<file path="src/rtl/alu_exec_stage_if.sv">
// Handshake bundle for the execute-stage ALU.
//   master: operation producer and result consumer (decode/MEM side)
//   slave : the ALU stage itself
// Signals:
//   in_valid/in_ready         operation handshake
//   alu_ctl/src_a/src_b/in_tag operation payload
//   out_valid/out_ready       result handshake
//   result/zero/overflow/out_tag/out_illegal  head-entry payload
//   illegal_sticky            latched "an illegal op was accepted"
interface alu_exec_stage_if #(
  parameter int unsigned WIDTH = 32,
  parameter int unsigned TAGW  = 5
);
  logic             in_valid;
  logic             in_ready;
  logic [3:0]       alu_ctl;
  logic [WIDTH-1:0] src_a;
  logic [WIDTH-1:0] src_b;
  logic [TAGW-1:0]  in_tag;
  logic             out_valid;
  logic             out_ready;
  logic [WIDTH-1:0] result;
  logic             zero;
  logic             overflow;
  logic [TAGW-1:0]  out_tag;
  logic             out_illegal;
  logic             illegal_sticky;

  modport master (
    output in_valid, alu_ctl, src_a, src_b, in_tag, out_ready,
    input  in_ready, out_valid, result, zero, overflow, out_tag, out_illegal, illegal_sticky
  );

  modport slave (
    input  in_valid, alu_ctl, src_a, src_b, in_tag, out_ready,
    output in_ready, out_valid, result, zero, overflow, out_tag, out_illegal, illegal_sticky
  );
endinterface

</file>
<file path="src/rtl/alu_exec_stage.sv">
// Execute-stage ALU with a 2-entry output buffer toward the EX/MEM boundary.
// Ports:
//   clk    rising-edge clock
//   reset  synchronous active-high reset; overrides flush and handshakes
//   flush  synchronous pipeline flush; drops buffered and same-cycle results
//   bus    alu_exec_stage_if.slave: operation in, result out (valid/ready both sides)
// in_ready depends only on the registered occupancy, so there is no combinational
// path from out_ready to in_ready.
module alu_exec_stage #(
  parameter int unsigned WIDTH = 32,
  parameter int unsigned TAGW  = 5
) (
  input logic             clk,
  input logic             reset,
  input logic             flush,
  alu_exec_stage_if.slave bus
);

  localparam logic [3:0] CtlAnd = 4'd0;
  localparam logic [3:0] CtlOr  = 4'd1;
  localparam logic [3:0] CtlAdd = 4'd2;
  localparam logic [3:0] CtlSub = 4'd6;
  localparam logic [3:0] CtlSlt = 4'd7;
  localparam logic [3:0] CtlNor = 4'd12;

  typedef struct packed {
    logic             illegal;
    logic             ovf;
    logic             zero;
    logic [TAGW-1:0]  tag;
    logic [WIDTH-1:0] res;
  } entry_t;

  entry_t     ent_q [2];  // ent_q[0] is always the head
  entry_t     ent_new;
  logic [1:0] count_q, count_d;
  logic       sticky_q;
  logic       push, pop;

  logic [WIDTH-1:0] sum, diff;
  logic             sign_a, sign_b;

  assign bus.in_ready  = (count_q != 2'd2);
  assign bus.out_valid = (count_q != 2'd0);

  assign push = bus.in_valid && bus.in_ready;
  assign pop  = bus.out_valid && bus.out_ready;

  assign sum    = bus.src_a + bus.src_b;
  assign diff   = bus.src_a - bus.src_b;
  assign sign_a = bus.src_a[WIDTH-1];
  assign sign_b = bus.src_b[WIDTH-1];

  always_comb begin
    ent_new     = '0;
    ent_new.tag = bus.in_tag;
    case (bus.alu_ctl)
      CtlAnd: ent_new.res = bus.src_a & bus.src_b;
      CtlOr:  ent_new.res = bus.src_a | bus.src_b;
      CtlAdd: begin
        ent_new.res = sum;
        ent_new.ovf = (sign_a == sign_b) && (sum[WIDTH-1] != sign_a);
      end
      CtlSub: begin
        ent_new.res = diff;
        ent_new.ovf = (sign_a != sign_b) && (diff[WIDTH-1] != sign_a);
      end
      CtlSlt: ent_new.res = {{(WIDTH-1){1'b0}}, ($signed(bus.src_a) < $signed(bus.src_b))};
      CtlNor: ent_new.res = ~(bus.src_a | bus.src_b);
      default: ent_new.illegal = 1'b1;
    endcase
    ent_new.zero = (ent_new.res == '0);
  end

  always_comb begin
    count_d = count_q;
    case ({push, pop})
      2'b10:   count_d = count_q + 2'd1;
      2'b01:   count_d = count_q - 2'd1;
      default: count_d = count_q;
    endcase
  end

  always_ff @(posedge clk) begin
    if (reset) begin
      count_q  <= '0;
      ent_q[0] <= '0;
      ent_q[1] <= '0;
      sticky_q <= 1'b0;
    end else if (flush) begin
      count_q <= '0;
    end else begin
      count_q <= count_d;
      if (push && ent_new.illegal) begin
        sticky_q <= 1'b1;
      end
      if (pop) begin
        ent_q[0] <= ent_q[1];
      end
      // Push lands in the head slot when the buffer is (or is becoming) empty at the head.
      if (push) begin
        if (count_q == 2'd0 || pop) begin
          ent_q[0] <= ent_new;
        end else begin
          ent_q[1] <= ent_new;
        end
      end
    end
  end

  assign bus.result         = ent_q[0].res;
  assign bus.zero           = ent_q[0].zero;
  assign bus.overflow       = ent_q[0].ovf;
  assign bus.out_tag        = ent_q[0].tag;
  assign bus.out_illegal    = ent_q[0].illegal;
  assign bus.illegal_sticky = sticky_q;

endmodule
</file>
<file path="src/flat_wrapper.sv">
// flat-port wrapper written by rule: the top's interface ports become plain ports
module alu_exec_stage_flat 
#(
  parameter int unsigned WIDTH = 32,
  parameter int unsigned TAGW  = 5
)
  (clk, reset, flush, bus_in_valid, bus_alu_ctl, bus_src_a, bus_src_b, bus_in_tag, bus_out_ready, bus_in_ready, bus_out_valid, bus_result, bus_zero, bus_overflow, bus_out_tag, bus_out_illegal, bus_illegal_sticky);
  alu_exec_stage_if #(.WIDTH(WIDTH), .TAGW(TAGW)) bus_i ();
  input logic clk;
  input logic reset;
  input logic flush;
  input wire logic [$bits(bus_i.in_valid)-1:0] bus_in_valid;
  input wire logic [$bits(bus_i.alu_ctl)-1:0] bus_alu_ctl;
  input wire logic [$bits(bus_i.src_a)-1:0] bus_src_a;
  input wire logic [$bits(bus_i.src_b)-1:0] bus_src_b;
  input wire logic [$bits(bus_i.in_tag)-1:0] bus_in_tag;
  input wire logic [$bits(bus_i.out_ready)-1:0] bus_out_ready;
  output wire logic [$bits(bus_i.in_ready)-1:0] bus_in_ready;
  output wire logic [$bits(bus_i.out_valid)-1:0] bus_out_valid;
  output wire logic [$bits(bus_i.result)-1:0] bus_result;
  output wire logic [$bits(bus_i.zero)-1:0] bus_zero;
  output wire logic [$bits(bus_i.overflow)-1:0] bus_overflow;
  output wire logic [$bits(bus_i.out_tag)-1:0] bus_out_tag;
  output wire logic [$bits(bus_i.out_illegal)-1:0] bus_out_illegal;
  output wire logic [$bits(bus_i.illegal_sticky)-1:0] bus_illegal_sticky;
  assign bus_i.in_valid = bus_in_valid;
  assign bus_i.alu_ctl = bus_alu_ctl;
  assign bus_i.src_a = bus_src_a;
  assign bus_i.src_b = bus_src_b;
  assign bus_i.in_tag = bus_in_tag;
  assign bus_i.out_ready = bus_out_ready;
  assign bus_in_ready = bus_i.in_ready;
  assign bus_out_valid = bus_i.out_valid;
  assign bus_result = bus_i.result;
  assign bus_zero = bus_i.zero;
  assign bus_overflow = bus_i.overflow;
  assign bus_out_tag = bus_i.out_tag;
  assign bus_out_illegal = bus_i.out_illegal;
  assign bus_illegal_sticky = bus_i.illegal_sticky;
  alu_exec_stage #(.WIDTH(WIDTH), .TAGW(TAGW)) u_core (.clk(clk), .reset(reset), .flush(flush), .bus(bus_i));
endmodule
</file>
<file path="config.mk">
export PLATFORM = sky130hd
export DESIGN_NAME = alu_exec_stage_flat
export DESIGN_NICKNAME = d
export VERILOG_FILES = /design/src/rtl/alu_exec_stage_if.sv /design/src/rtl/alu_exec_stage.sv /design/src/flat_wrapper.sv
export SDC_FILE = /design/constraint.sdc
export NUM_CORES = 1
export LEC_CHECK = 0
export BUFFER_PORTS_ARGS = -buffer_cell sky130_fd_sc_hd__buf_2
export CORE_MARGIN = 2
export CORE_UTILIZATION = 55
export CTS_BUF_LIST = sky130_fd_sc_hd__clkbuf_16
export DETAILED_ROUTE_END_ITERATION = 8
export PLACE_DENSITY_LB_ADDON = 0.15
export SKIP_CTS_REPAIR_TIMING = 1
export SLEW_MARGIN = 0
export SYNTH_ARGS = -nofsm -noshare
export SYNTH_HDL_FRONTEND = slang
export SYNTH_SLANG_ARGS = --single-unit
</file>
<file path="constraint.sdc">
create_clock -name clk -period 3.9 [get_ports clk]
set_input_delay 0.78 -clock clk [delete_from_list [all_inputs] [get_ports clk]]
set_output_delay 0.78 -clock clk [all_outputs]
set_load 0.01 [all_outputs]
</file>
# Word-level counts from Yosys, hierarchy flattened

Memory sizes are Yosys's and may differ from the RTL's.
Index checks and enable logic that the tools add are counted.

Register bits after elaboration: 3
RAM bits: 80
Word-level logic and storage cells: 64
Memories: 1

Add/sub/neg operators: 4
Order comparisons: 1
Equal/unequal tests: 12
Multiplexer cells: 23
Bitwise gates (word level): 7
Reduce and logical (&&, ||, !) cells: 14

Memories:

| memory       | words | width | rd ports | clocked after Yosys merged registers in | wr ports | line                 | source |
|---|---|---|---|---|---|---|---|
| u_core.ent_q | 2     | 40    | 2        | 0                                       | 2        | alu_exec_stage.sv:34 | `entry_t ent_q [2];` |

Operator list:

| kind                                           | number |
|---|---|
| one-hot mux 32 bit (6 select lines)            | 1 |
| two-way mux 40 bit                             | 3 |
| adder 32 bit                                   | 1 |
| AND 32 bit                                     | 1 |
| zero test 32 bit                               | 1 |
| < comparator 32 bit                            | 1 |
| NOT 32 bit                                     | 1 |
| OR 32 bit                                      | 1 |
| subtractor 32 bit                              | 1 |
| two-way mux 1 bit                              | 17 |
| == test 4 x 3 -> 1 bit (second input constant) | 2 |
| OR reduction 6 bit                             | 1 |
| logical AND 1 bit                              | 5 |
| == test 4 x 1 -> 1 bit (second input constant) | 1 |
| == test 4 x 2 -> 1 bit (second input constant) | 1 |
| == test 4 bit (second input constant)          | 1 |
| zero test 4 bit                                | 1 |
| one-hot mux 2 bit (2 select lines)             | 1 |
| nonzero test 2 bit                             | 2 |
| != test 1 bit                                  | 3 |
| OR 1 bit                                       | 3 |
| adder 2 x 1 -> 2 bit (second input constant)   | 1 |
| == test 2 x 1 -> 1 bit (second input constant) | 1 |
| == test 2 bit (second input constant)          | 1 |
| other kinds (9)                                | 9 |

# Logic depth before layout (Yosys ltp)

Depth after elaboration: 9
Mapped depth: 15

# Worst setup path after synthesis

OpenSTA, ideal clock, no wires.

Path kind: in2reg
From: input port bus_src_b[0]
To: memory u_core.ent_q[0][37] (netlist name) (data pin)
Data arrival time: 3.457 ns
Data required time: 3.755 ns
Slack: 0.299 ns
Cell stages on the path: 14
Buffers on the path: 0
Cell sequence: ha_1 -> inv_1 -> fa_1 -> nand2b_1 -> a2111oi_4 -> o211ai_1 -> and3_1 -> a211o_1 -> o32a_1 -> a41oi_1 -> nand4_1 -> nor4_1 -> nand4_1 -> o21ai_1

RTL lines:

| element         | line                 | source |
|---|---|---|
| start, declared | flat_wrapper.sv:15   | `input wire logic [$bits(bus_i.src_b)-1:0] bus_src_b;` |
| end, declared   | alu_exec_stage.sv:34 |  |

==> metrics.log <==
INFO  metric async_flop_share = 0%
INFO  metric final-max-slew-violation-count = 0
INFO  metric fin_crit = 3.88 ns
INFO  metric drt-wirelength-per-cell = 20.3 um
INFO  metric cap_violations = 0
INFO  metric wp_data_required = 4.07 ns
INFO  metric max_slew_margin = 38.6%
INFO  metric flip_flop_cell_with_the_highest_count_after_synthesis = sky130_fd_sc_hd__edfxtp_1
INFO  metric synth_top_cell_area_share = 24.5%
INFO  metric layout_worst_path_cycle_share = 99.6%
INFO  metric cts_tree = done
INFO  metric worst_slew_pin_slew = 0.921 ns
INFO  metric initial_standard_cell_utilization_of_the_core = 56.5%
INFO  metric post_synth_num_cell_types = 102
INFO  metric grt_antenna_before_repair = 1
INFO  metric dp_cells = 1653
INFO  metric setup_viol = 0
INFO  metric via_count = 10570
INFO  metric cts.sink_count = 83
INFO  metric worstPathMaxFanout = 4
INFO  metric critPathMostFrequentCell = sky130_fd_sc_hd__o21ai_1
INFO  metric ioPinCount = 121
INFO  metric place.gp.congestion = 1.03
INFO  metric ctsHtreeMaxLevel = 3
INFO  metric vdd.ir_drop.worst = 343 uV
INFO  metric pre_cts_slack = -0.469 ns
INFO  metric dr.first_iter.drc_count = 1018
INFO  metric post_route_cells_drive_above_1_share = 31.9%
INFO  metric first_pass_iters = 6
INFO  metric syn_area = 0.00981 mm^2
INFO  metric synth_edf_count = 80
INFO  metric critPathMaxStageDelay = 0.44 ns
INFO  metric commonest_non_fill_non_tap_cell_in_the_layout = sky130_fd_sc_hd__buf_4
INFO  metric status = finished, final reports clean
INFO  metric timing.critical_path.to_type = flip-flop
INFO  metric dieWidth = 138 um
INFO  metric powerDensity = 276 mW/mm^2
INFO  metric worst_skew_pair.late_latency = 0.33 ns
INFO  metric avg_vias_per_cell = 6.27
INFO  metric slowest_stage = sky130_fd_sc_hd__a2111oi_4
INFO  metric drt-total-wl = 34.3 mm
INFO  metric first_global_vias = 9896
INFO  metric final-hold-violation-count = 0
INFO  metric grt.total_usage = 35.7%
INFO  metric first_pass_grt_wire_length = 52.2 mm
INFO  metric synthesis.nets = 1373
INFO  metric max_clock_buf_depth = 2
INFO  metric clock.fmax = 0.258 GHz
INFO  metric route.antenna.remaining_nets = 0
INFO  metric hold_class = flip-flop to flip-flop
INFO  metric globalRouteOverflowTotal = 0
INFO  metric timing_worst_setup_path_type = input pin to flip-flop
INFO  metric post_route_clock_skew = 0.00633 ns
INFO  metric overall_die_area = 0.0189 mm^2
INFO  metric die_y = 138 um
INFO  metric crit_chain = buf_6 -> ha_4 -> inv_2 -> fa_2 -> nand2b_4 -> a2111oi_4 -> buf_4 -> o211ai_1 -> a21boi_1 -> o32ai_1 -> o21ai_1 -> and4_1 -> nand4b_1 -> nor4_4 -> nand4_1 -> o21ai_1
INFO  metric num_rows = 48
INFO  metric syn_inst = 1194
INFO  metric count_of_input_and_output_buffers = 120
INFO  metric final_area = 0.0125 mm^2
INFO  metric finish.net_count = 1633
INFO  metric detailed_place_hpwl = 26.7 mm
INFO  metric cp_top_family = compound AO/OA/AOI/OAI gates
INFO  metric post-route-drc-count = 0
INFO  metric timing.critical_path.arrival = 4.05 ns
INFO  metric area_growth_syn_to_layout = 27.5%
INFO  metric worst_slack = 0.0174 ns
INFO  metric finalNonFillerCells = 1685
INFO  metric ys_seq_elements = 83
INFO  metric synth_top_cells_by_area = sky130_fd_sc_hd__edfxtp_1 (24%), sky130_fd_sc_hd__ha_1 (13%), sky130_fd_sc_hd__a21oi_1 (4.0%), sky130_fd_sc_hd__inv_1 (3.9%), sky130_fd_sc_hd__nor2_1 (3.9%)
INFO  metric mostFrequentLayoutCells = sky130_fd_sc_hd__buf_4 (234), sky130_fd_sc_hd__buf_2 (118), sky130_fd_sc_hd__inv_1 (101)
INFO  metric cts.reportedPaths.clkPinSlew = 0.06 ns
INFO  metric cts_root_buf = sky130_fd_sc_hd__clkbuf_16
INFO  metric power.static_leakage = 0.00556 uW
INFO  metric postPlaceCellArea = 0.0118 mm^2
INFO  metric grt_max_degree = 43
INFO  metric floorplan.core_area = 0.0174 mm^2
INFO  metric seq_area_frac_synth = 25.1%
INFO  metric synth_top_cell_by_area = sky130_fd_sc_hd__edfxtp_1
INFO  metric worst_setup_start_kind = input pin
INFO  metric path_buf_inv = 3
INFO  metric yosys_warnings = 0
INFO  metric tritoncts_buffers = 9
INFO  metric postSynthAreaPerCell = 8.21 um^2
-- Yosys cell counts, types with 15 or more instances --
cell type,number
sky130_fd_sc_hd__a21oi_1,78
sky130_fd_sc_hd__a22oi_1,30
sky130_fd_sc_hd__a31oi_1,15
sky130_fd_sc_hd__buf_2,24
sky130_fd_sc_hd__buf_4,41
sky130_fd_sc_hd__clkbuf_1,33
sky130_fd_sc_hd__edfxtp_1,80
sky130_fd_sc_hd__ha_1,99
sky130_fd_sc_hd__inv_1,103
sky130_fd_sc_hd__nand2_1,90
sky130_fd_sc_hd__nand2b_1,15
sky130_fd_sc_hd__nand3_1,23
sky130_fd_sc_hd__nand4_1,18
sky130_fd_sc_hd__nor2_1,102
sky130_fd_sc_hd__nor2b_1,21
sky130_fd_sc_hd__nor3_1,21
sky130_fd_sc_hd__o21ai_0,65
sky130_fd_sc_hd__o22ai_1,22
sky130_fd_sc_hd__o31ai_1,16
-- through the flow --
stage | power (uW) | hold slack (ns) | util (%) | TNS (ns)
4_1_cts | 3360 | 0.473 | 69.9 | -0.200
3_3_place_gp | 2450 | 0.449 | 68.0 | -1.31
6_report | 3450 | 0.468 | 72.0 | 0
2_1_floorplan | 1890 | 0.495 | - | 0
3_5_place_dp | 2460 | 0.458 | 68.0 | -1.40
5_1_grt | 3600 | 0.496 | 72.0 | -0.144
-- metal layers --
layer | global-route usage [%] | up-vias | share of wire (%)
met5 | 0 | - | 0
met4 | 15.3 | 0 | 3.3
met3 | 4.49 | 85 | 8.9
met2 | 57.4 | 597 | 46
met1 | 48.2 | 4957 | 42
li1 | - | 4931 | -
-- logic make-up after synthesis --
family	share of synthesized area, %
AOI/OAI and AO/OA	31.5
and+or+nand+nor	18.9
buffers and inverters	10.6
adders and majority gates	13.0
DFF	25.1
xor gates and xnor gates	0.446
muxes	0.510
-- tightest hold or removal path: cells and delay by family, from the launching register on --
family	cells	cell delay [ns]
simple gates	1	0.07
compound gates	1	0.04
flops	1	0.32
-- final cells by class --
class                   instances  area [um^2]
diodes                          1         2.50
clock buffers                   9          225
clock inverters                 7         92.6
fillers                      1371         4850
inverters                     108          405
multi-input cells             894         6570
flip-flops and latches         83         2460
well taps                     225          282
repair buffers                358         2460
-- power breakdown --
group          internal, uW  switching (uW)
Clock                   559             333
Combinational           648             853
Sequential             1040            17.1
-- state kept, by name, summed over array words and instances (netlist names) --
register and cells:
u_core.bus.illegal_sticky 1, u_core.count_q 2, u_core.ent_q 80
-- path summary, 6_finish.rpt --
kind                                                start                        end  slack [ns]  cells after the start
worst min register to register  u_core.bus.illegal_sticky  u_core.bus.illegal_sticky        0.47                      2
worst max register to register          u_core.count_q[0]        u_core.ent_q[0][27]        1.50                      5
worst max-delay path                         bus_src_b[0]        u_core.ent_q[0][37]        0.02                     16
worst min-delay path            u_core.bus.illegal_sticky  u_core.bus.illegal_sticky        0.47                      2
Note: power is estimated with default switching activity, not from simulation.
